===== config.mk =====
export PLATFORM = sky130hd
export DESIGN_NAME = deterministic_updater_gen
export DESIGN_NICKNAME = d
export VERILOG_FILES = /design/src/rtl/deterministic_updater_pkg.sv /design/src/rtl/du_residual_lane.sv /design/src/rtl/deterministic_updater_gen.sv
export SDC_FILE = /design/constraint.sdc
export NUM_CORES = 1
export LEC_CHECK = 0
export BUFFER_PORTS_ARGS = -buffer_cell sky130_fd_sc_hd__buf_2
export CAP_MARGIN = 20
export CORE_ASPECT_RATIO = 0.8
export CORE_UTILIZATION = 60
export DETAILED_ROUTE_END_ITERATION = 10
export PLACE_DENSITY = 0.85
export SYNTH_ARGS = -nofsm -noshare
export SYNTH_HDL_FRONTEND = slang
export SYNTH_SLANG_ARGS = --single-unit

===== constraint.sdc =====
create_clock -name clk -period 2.7 [get_ports clk]
set_input_delay 0.27 -clock clk [delete_from_list [all_inputs] [get_ports clk]]
set_output_delay 0.27 -clock clk [all_outputs]
set_load 0.01 [all_outputs]

===== src/rtl/deterministic_updater_pkg.sv =====
// Shared state encoding and residual-step arithmetic for the deterministic updater.
package deterministic_updater_pkg;

  typedef enum logic [1:0] {
    StIdle,
    StEncode,
    StStream,
    StDone
  } state_e;

  // Saturating subtract of one conductance step; never wraps below zero.
  function automatic logic [31:0] residual_step(input logic [31:0] res, input logic [31:0] dg);
    return (res > dg) ? res - dg : 32'd0;
  endfunction

endpackage


===== src/rtl/du_residual_lane.sv =====
// One channel's captured value and residual, stepped by DG per encode row.
module du_residual_lane
  import deterministic_updater_pkg::*;
#(
  parameter int unsigned W  = 8,
  parameter int unsigned DG = 25
) (
  input  logic         clk,
  input  logic         rst,
  input  logic         load,
  input  logic [W-1:0] load_val,
  input  logic         step,
  input  logic         reload,
  output logic         nonzero,
  output logic         next_zero
);

  logic [W-1:0] cap_q;
  logic [W-1:0] res_q;
  logic [31:0]  step_wide;

  assign step_wide = residual_step(32'(res_q), 32'(DG));
  assign next_zero = (step_wide == 32'd0);
  assign nonzero   = (res_q != '0);

  always_ff @(posedge clk) begin
    if (rst) begin
      cap_q <= '0;
      res_q <= '0;
    end else if (load) begin
      cap_q <= load_val;
      res_q <= load_val;
    end else if (step) begin
      res_q <= reload ? cap_q : step_wide[W-1:0];
    end
  end

endmodule


===== src/rtl/deterministic_updater_gen.sv =====
// Encodes x/delta magnitudes into rows of pulse bits, then streams the rows out.
module deterministic_updater_gen
  import deterministic_updater_pkg::*;
#(
  parameter int unsigned M        = 2,
  parameter int unsigned N        = 2,
  parameter int unsigned W        = 8,
  parameter int unsigned BL       = 10,
  parameter int unsigned DG       = 25,
  parameter int unsigned REPEAT_X = 1
) (
  input  logic                      clk,
  input  logic                      rst,
  input  logic                      start,
  input  logic [M*W-1:0]            x_in,
  input  logic [N*W-1:0]            delta_in,
  output logic                      busy,
  output logic                      done,
  output logic [$clog2(BL+1)-1:0]   n_rows,
  output logic                      rd_valid,
  input  logic                      rd_ready,
  output logic                      rd_last,
  output logic [$clog2(BL)-1:0]     rd_idx,
  output logic [M-1:0]              rd_x,
  output logic [N-1:0]              rd_delta
);

  localparam int unsigned CW = $clog2(BL + 1);
  localparam int unsigned IW = $clog2(BL);

  state_e        state_q, state_d;
  logic [IW-1:0] row_cnt_q;
  logic [IW-1:0] rd_ptr_q;
  logic [CW-1:0] n_rows_q;
  logic [M-1:0]  mem_x_q [BL];
  logic [N-1:0]  mem_d_q [BL];

  logic [M-1:0] x_nonzero, x_next_zero;
  logic [N-1:0] d_nonzero, d_next_zero;
  logic accept, step, x_reload, enc_last, hs;

  assign accept   = (state_q == StIdle) && start;
  assign step     = (state_q == StEncode);
  assign x_reload = (REPEAT_X != 0) && (&x_next_zero);
  assign enc_last = (&d_next_zero) || (row_cnt_q == IW'(BL - 1));
  assign hs       = rd_valid && rd_ready;

  for (genvar i = 0; i < M; i++) begin : g_x_lane
    du_residual_lane #(.W(W), .DG(DG)) u_lane (
      .clk      (clk),
      .rst      (rst),
      .load     (accept),
      .load_val (x_in[i*W +: W]),
      .step     (step),
      .reload   (x_reload),
      .nonzero  (x_nonzero[i]),
      .next_zero(x_next_zero[i])
    );
  end

  for (genvar j = 0; j < N; j++) begin : g_d_lane
    du_residual_lane #(.W(W), .DG(DG)) u_lane (
      .clk      (clk),
      .rst      (rst),
      .load     (accept),
      .load_val (delta_in[j*W +: W]),
      .step     (step),
      .reload   (1'b0),
      .nonzero  (d_nonzero[j]),
      .next_zero(d_next_zero[j])
    );
  end

  always_comb begin
    state_d = state_q;
    unique case (state_q)
      StIdle:   if (start) state_d = (delta_in == '0) ? StDone : StEncode;
      StEncode: if (enc_last) state_d = StStream;
      StStream: if (hs && rd_last) state_d = StDone;
      StDone:   state_d = StIdle;
      default:  state_d = StIdle;
    endcase
  end

  always_ff @(posedge clk) begin
    if (rst) begin
      state_q   <= StIdle;
      row_cnt_q <= '0;
      rd_ptr_q  <= '0;
      n_rows_q  <= '0;
      for (int k = 0; k < int'(BL); k++) begin
        mem_x_q[k] <= '0;
        mem_d_q[k] <= '0;
      end
    end else begin
      state_q <= state_d;
      if (accept) begin
        row_cnt_q <= '0;
        rd_ptr_q  <= '0;
        n_rows_q  <= '0;
      end
      if (step) begin
        mem_x_q[row_cnt_q] <= x_nonzero;
        mem_d_q[row_cnt_q] <= d_nonzero;
        if (enc_last) n_rows_q <= CW'(row_cnt_q) + CW'(1);
        else          row_cnt_q <= row_cnt_q + IW'(1);
      end
      if ((state_q == StStream) && hs && !rd_last) rd_ptr_q <= rd_ptr_q + IW'(1);
    end
  end

  // Outside STREAM the read port is forced quiet so stale rows never leak out.
  assign busy     = (state_q != StIdle);
  assign done     = (state_q == StDone);
  assign n_rows   = n_rows_q;
  assign rd_valid = (state_q == StStream);
  assign rd_idx   = rd_valid ? rd_ptr_q : '0;
  assign rd_x     = rd_valid ? mem_x_q[rd_ptr_q] : '0;
  assign rd_delta = rd_valid ? mem_d_q[rd_ptr_q] : '0;
  assign rd_last  = rd_valid && (CW'(rd_ptr_q) == n_rows_q - CW'(1));

endmodule


# [Word level (Yosys, flattened, before mapping)]
# Memories as Yosys holds them, arrays and structs flattened. A register that Yosys moved wholly into a read port is not among the register bits.
# Cells that the tools add are included.
[totals] register_bits=62 latchBits=0 ram_bits=40 romBits=0 in_bits=36 n_memories=2
[memory_table] name="mem_d_q" depth=10 word_bits=2 read_ports=1 rd_ports_with_merged_regs=1 write_ports=10 line="deterministic_updater_gen.sv:36" text="logic [N-1:0] mem_d_q [BL];"
[memory_table] name="mem_x_q" depth=10 word_bits=2 read_ports=1 rd_ports_with_merged_regs=1 write_ports=10 line="deterministic_updater_gen.sv:35" text="logic [M-1:0] mem_x_q [BL];"
[op_classes] addsub=7 n_mul=0 div=0 order_cmp=4 n_eq_ne=8 n_shift=0 mux=45 bitwise=0 n_reduce_logical=26
[ops] cell="32-bit zero test" n=4
[ops] cell="32-bit 2-to-1 mux" n=4
[ops] cell="8-bit 2-to-1 mux" n=10
[ops] cell="4-bit 2-to-1 mux" n=15
[ops] cell="8-bit by 5-bit subtractor with 9-bit output (second input constant)" n=4
[ops] cell="8-bit by 5-bit greater-than comparator with 1-bit output (second input constant)" n=4
[ops] cell="8-bit nonzero test" n=4
[ops] cell="16-bit zero test" n=1
[ops] cell="2-bit 2-to-1 mux" n=8
[ops] cell="4-bit by 1-bit adder with 4-bit output (second input constant)" n=2
[ops] cell="2-bit case mux with 4 select lines" n=1
[ops] cell="1-bit 2-to-1 mux" n=7
[ops] cell="1-bit logical AND" n=6
[ops] cell="2-bit nonzero test" n=3
[ops] cell="2-bit equality test (second input constant)" n=2
[ops] cell="4-bit equality test" n=1
[ops] cell="4-bit equality test (second input constant)" n=1
[ops] cell="2-bit != test (second input constant)" n=2
[ops] cell="2-bit AND reduction" n=2
[ops] cell="2-bit OR reduction" n=2
[ops] cell="4-bit by 1-bit subtractor with 4-bit output (second input constant)" n=1
[ops] cell="3-bit AND reduction" n=1
[ops] cell="2-bit by 1-bit equality test with 1-bit output (second input constant)" n=1
[ops] cell="2-bit zero test" n=1
[ops] cell="other kinds (3)" n=3

# [Longest topological paths before layout]
[logic_depth] depth_word=8 depth_mapped=10

# [Cells and area by module]
# From an unflattened synthesis, not the netlist that was laid out.
[hier_totals] hier_cells=831 area_unflattened_um2=8119.0
[modules_own_cells] module="du_residual_lane" n_inst=4 cells_each=132 area_each_um2=1063.5 seq_area_each_um2=320.3
[modules_own_cells] module="deterministic_updater_gen" n_inst=1 cells_each=303 area_each_um2=3865.0 seq_area_each_um2=2282.2

# [Worst setup path before layout]
# Ideal clock, no wire load.
[synth_timing] path_kind="flip-flop to output port" startpoint="register (tool-made name)" endpoint="output rd_delta[0]" arrival_ns=2.170 t_required_ns=2.430 path_slack_ns=0.260 path_stages_with_launch=6 cell_sequence="dfxtp_1 clkbuf_1 buf_2 mux4_2 mux4_2 and2_1"
[synth_lines] element="end: declaration" line="deterministic_updater_gen.sv:25" text="output logic [N-1:0] rd_delta"

==> flow_summary.json <==
{
  "synthFlopType": "dfxtp_1",
  "maxSlewViolCount": 0,
  "hp-class": "in2reg",
  "start_kind": "flop",
  "setup_viol": 0,
  "ys_warn_count": 0,
  "hpwl_um": 10300,
  "vias": 5356,
  "sequentialPowerShare": 0.372,
  "maxCapViolCount": 0,
  "cts_tree": "done",
  "r2r_cells": 9,
  "relSlewSlack": 0.427,
  "worst_ep_arrival_time_ns": 2.35,
  "drt-vias-per-instance": 6.12,
  "p_per_area_nw_per_um2": 942,
  "min_period_over_period": 0.970,
  "comb_power_share": 0.314,
  "detail-route-antenna-nets": 0,
  "post-cts-setup-buffers": 0,
  "fin_skew_ns": 0.00854,
  "place.port_buffers": 51,
  "drtPass1Iterations": 5,
  "ir_worst_vdd_mv": 0.519,
  "core_area_um2": 10900,
  "synth_edf_count": 64,
  "grt_max_degree": 76,
  "clock_power_share": 0.313,
  "tightest_slew_ns": 0.853,
  "rsz0062_at_grt": "false",
  "path_clk_slew_ns": 0.05,
  "cts_root_buffer": "clkbuf_16",
  "worstSetupEndpointType": "output port",
  "die_h_um": 96.7,
  "drive_gt1_frac": 0.174,
  "pin_count": 52,
  "final_common_cell": "nor2_1",
  "async_flop_share": 0,
  "power.leakage_nw": 2.82,
  "grt_usage": 0.277,
  "synth_seq_area_share": 0.482,
  "numClockSinks": 130,
  "hp-start": "delta_in[7]",
  "fmax_mhz": 382,
  "fillers": 783,
  "crit_type": "reg2out",
  "min_to": "g_d_lane[0].u_lane.res_q[7]$_SDFFE_PP0P_",
  "drt_wl_total_um": 15200,
  "final_util": 0.704,
  "antenna_found_initial": 0,
  "nets": 773,
  "worstSkewPairLatency_ns": 0.41,
  "ys_types": 65,
  "switching_power_mw": 2.51,
  "drt_iter0_drc": 426,
  "post-route-drc-count": 0,
  "grt_pass1_vias": 5123,
  "syn2layout_area_growth_pct": 14.1,
  "n_antenna_cell": 0,
  "die_x_um": 120,
  "synthCells": 678,
  "htree_levels": 4,
  "grt_first_pass_wirelength_um": 25200,
  "clock_path_buffers": 2,
  "setup_tns_ns": 0,
  "internal_power_mw": 4.71,
  "worstPathMaxFanout": 16,
  "cts_buffers": 17,
  "syn_area_per_cell_um2": 9.92,
  "ys_ff_latch": 130,
  "status": "finished, final reports clean",
  "syn-num-nets": 733,
  "row_count": 34,
  "wl_per_cell_um": 17.4,
  "grt_overflow_total": 0,
  "final_hold_viol_count": 0,
  "die-area_um2": 11600,
  "p_sw_frac": 0.348,
  "finalPower_mw": 7.22,
  "worstReg2RegStart": "g_d_lane[1].u_lane.res_q[0]$_SDFFE_PP0P_",
  "layout_min_cycle_time_ns": 2.62,
  "regToRegSetupSlack_ns": 0.12,
  "critPathRequiredTime_ns": 2.43,
  "gp_congestion": 0.914,
  "whs_path_depth": 3,
  "layout_common_cells": "nor2_1 (92), nand2_1 (70), dfxtp_1 (65)",
  "initial_core_util": 0.617,
  "syn_area_um2": 6720,
  "timing.rr.end": "state_q[1]$_SDFFE_PP0P_"
}
sequential cells by signal, summed over array words and instances, names as in the netlist, named ones only:
name and count:
mem_d_q 32, mem_x_q 32, g_d_lane.u_lane.res_q 16, g_x_lane.u_lane.cap_q 16, g_x_lane.u_lane.res_q 16, n_rows 4
rd_ptr_q 4, row_cnt_q 4, state_q 2
stage by stage:
stage	hold slack [ns]	setup WS [ns]	instances	area [um2]
finish	0.113	0.0806	875	7670
global route	0.120	0.000139	875	7670
CTS	0.104	0.0399	875	7660
detailed placement	0.450	0.0863	843	7070
global placement	0.442	0.223	843	7070
floorplan	0.406	0.260	678	6720
synthesized netlist by cell type (3+ instances only):
cell type / count / area (um2)
nor2_1: 93 / 349
nand2_1: 71 / 267
dfxtp_1: 66 / 1320
edfxtp_1: 64 / 1920
o21ai_0: 44 / 220
a21oi_1: 33 / 165
clkbuf_1: 32 / 120
a211oi_1: 25 / 188
inv_1: 22 / 82.6
mux4_2: 20 / 450
nand2b_1: 20 / 125
ha_1: 19 / 238
a31oi_1: 18 / 113
nor3_1: 17 / 85.1
nand3_1: 13 / 65.1
xor2_1: 12 / 105
nor4_1: 10 / 62.6
and2_1: 9 / 56.3
xnor2_1: 9 / 78.8
mux2i_1: 5 / 50.1
o311ai_0: 5 / 43.8
or3_1: 5 / 31.3
buf_2: 4 / 20.0
nand3b_1: 4 / 30.0
o21bai_1: 4 / 30.0
o31a_1: 4 / 35.0
buf_6: 3 / 33.8
mux2_2: 3 / 33.8
nand4_1: 3 / 18.8
layout make-up:
| cell class | count | area [um2] | share of cell area |
|---|---|---|---|
| Sequential cell | 130 | 3240 | 0.423 |
| Multi-Input combinational cell | 484 | 3210 | 0.419 |
| Clock buffer | 27 | 513 | 0.0669 |
| Timing Repair Buffer | 62 | 358 | 0.0467 |
| Tap cell | 144 | 180 | 0.0235 |
| Inverter | 23 | 86.3 | 0.0113 |
| Clock inverter | 5 | 76.3 | 0.00995 |
critical path, cell delays in order (launching register included):
cell and delay, ns:
dfxtp_1 0.35, buf_8 0.21, mux4_2 0.55, mux4_2 0.51, and2_1 0.17, buf_2 0.13
repair_timing:
item | CTS | global route
hold buffers | 0 | 0
endpoints found under the setup margin | 2 | 7
resized for setup | 1 | 2
pin swaps | 0 | 0
worst max path at each step:
| stage | cells after the start | slack [ns] | endpoint | from |
|---|---|---|---|---|
| 4_1_cts | 5 | 0.04 | rd_delta[0] | flop |
| 3_3_place_gp | 9 | 0.22 | state_q[1]$_SDFFE_PP0P_ | g_d_lane[1].u_lane.res_q[0]$_SDFFE_PP0P_ |
| 2_1_floorplan | 5 | 0.26 | rd_delta[0] | flop |
| 3_5_place_dp | 9 | 0.09 | state_q[1]$_SDFFE_PP0P_ | g_d_lane[1].u_lane.res_q[0]$_SDFFE_PP0P_ |
| 5_1_grt | 5 | 0.0001 | rd_delta[0] | flop |
| 6_report | 5 | 0.08 | rd_delta[0] | flop |
power by group through the flow:
stage / Clock (mW) / Sequential (mW) / Combinational (mW)
after CTS: 2.28 / 2.68 / 2.25
after global routing: 2.37 / 2.73 / 2.49
after floorplan: 0 / 2.57 / 1.79
after global placement: 0 / 2.69 / 2.13
final: 2.26 / 2.69 / 2.27
after detailed placement: 0 / 2.71 / 2.21
metal layers:
layer,GRT usage,part of all wire,vias to the layer above
li1,-,-,2555
met1,0.371,0.43,2543
met2,0.431,0.48,235
met3,0.0755,0.076,23
met4,0.107,0.017,0
met5,0,0,-
kinds of logic (layout without fill, tap and decap cells):
group                      after synthesis  after routing  share of synthesized area
adders and majority gates               19             19                     0.0354
AOI/OAI and AO/OA                      156            156                      0.151
and+or+nand+nor                        259            259                      0.181
xor gates and xnor gates                21             21                     0.0274
buffers and inverters                   64            117                     0.0409
DFF                                    130            130                      0.482
muxes                                   29             29                     0.0817
(Power assumes the default switching activity.)
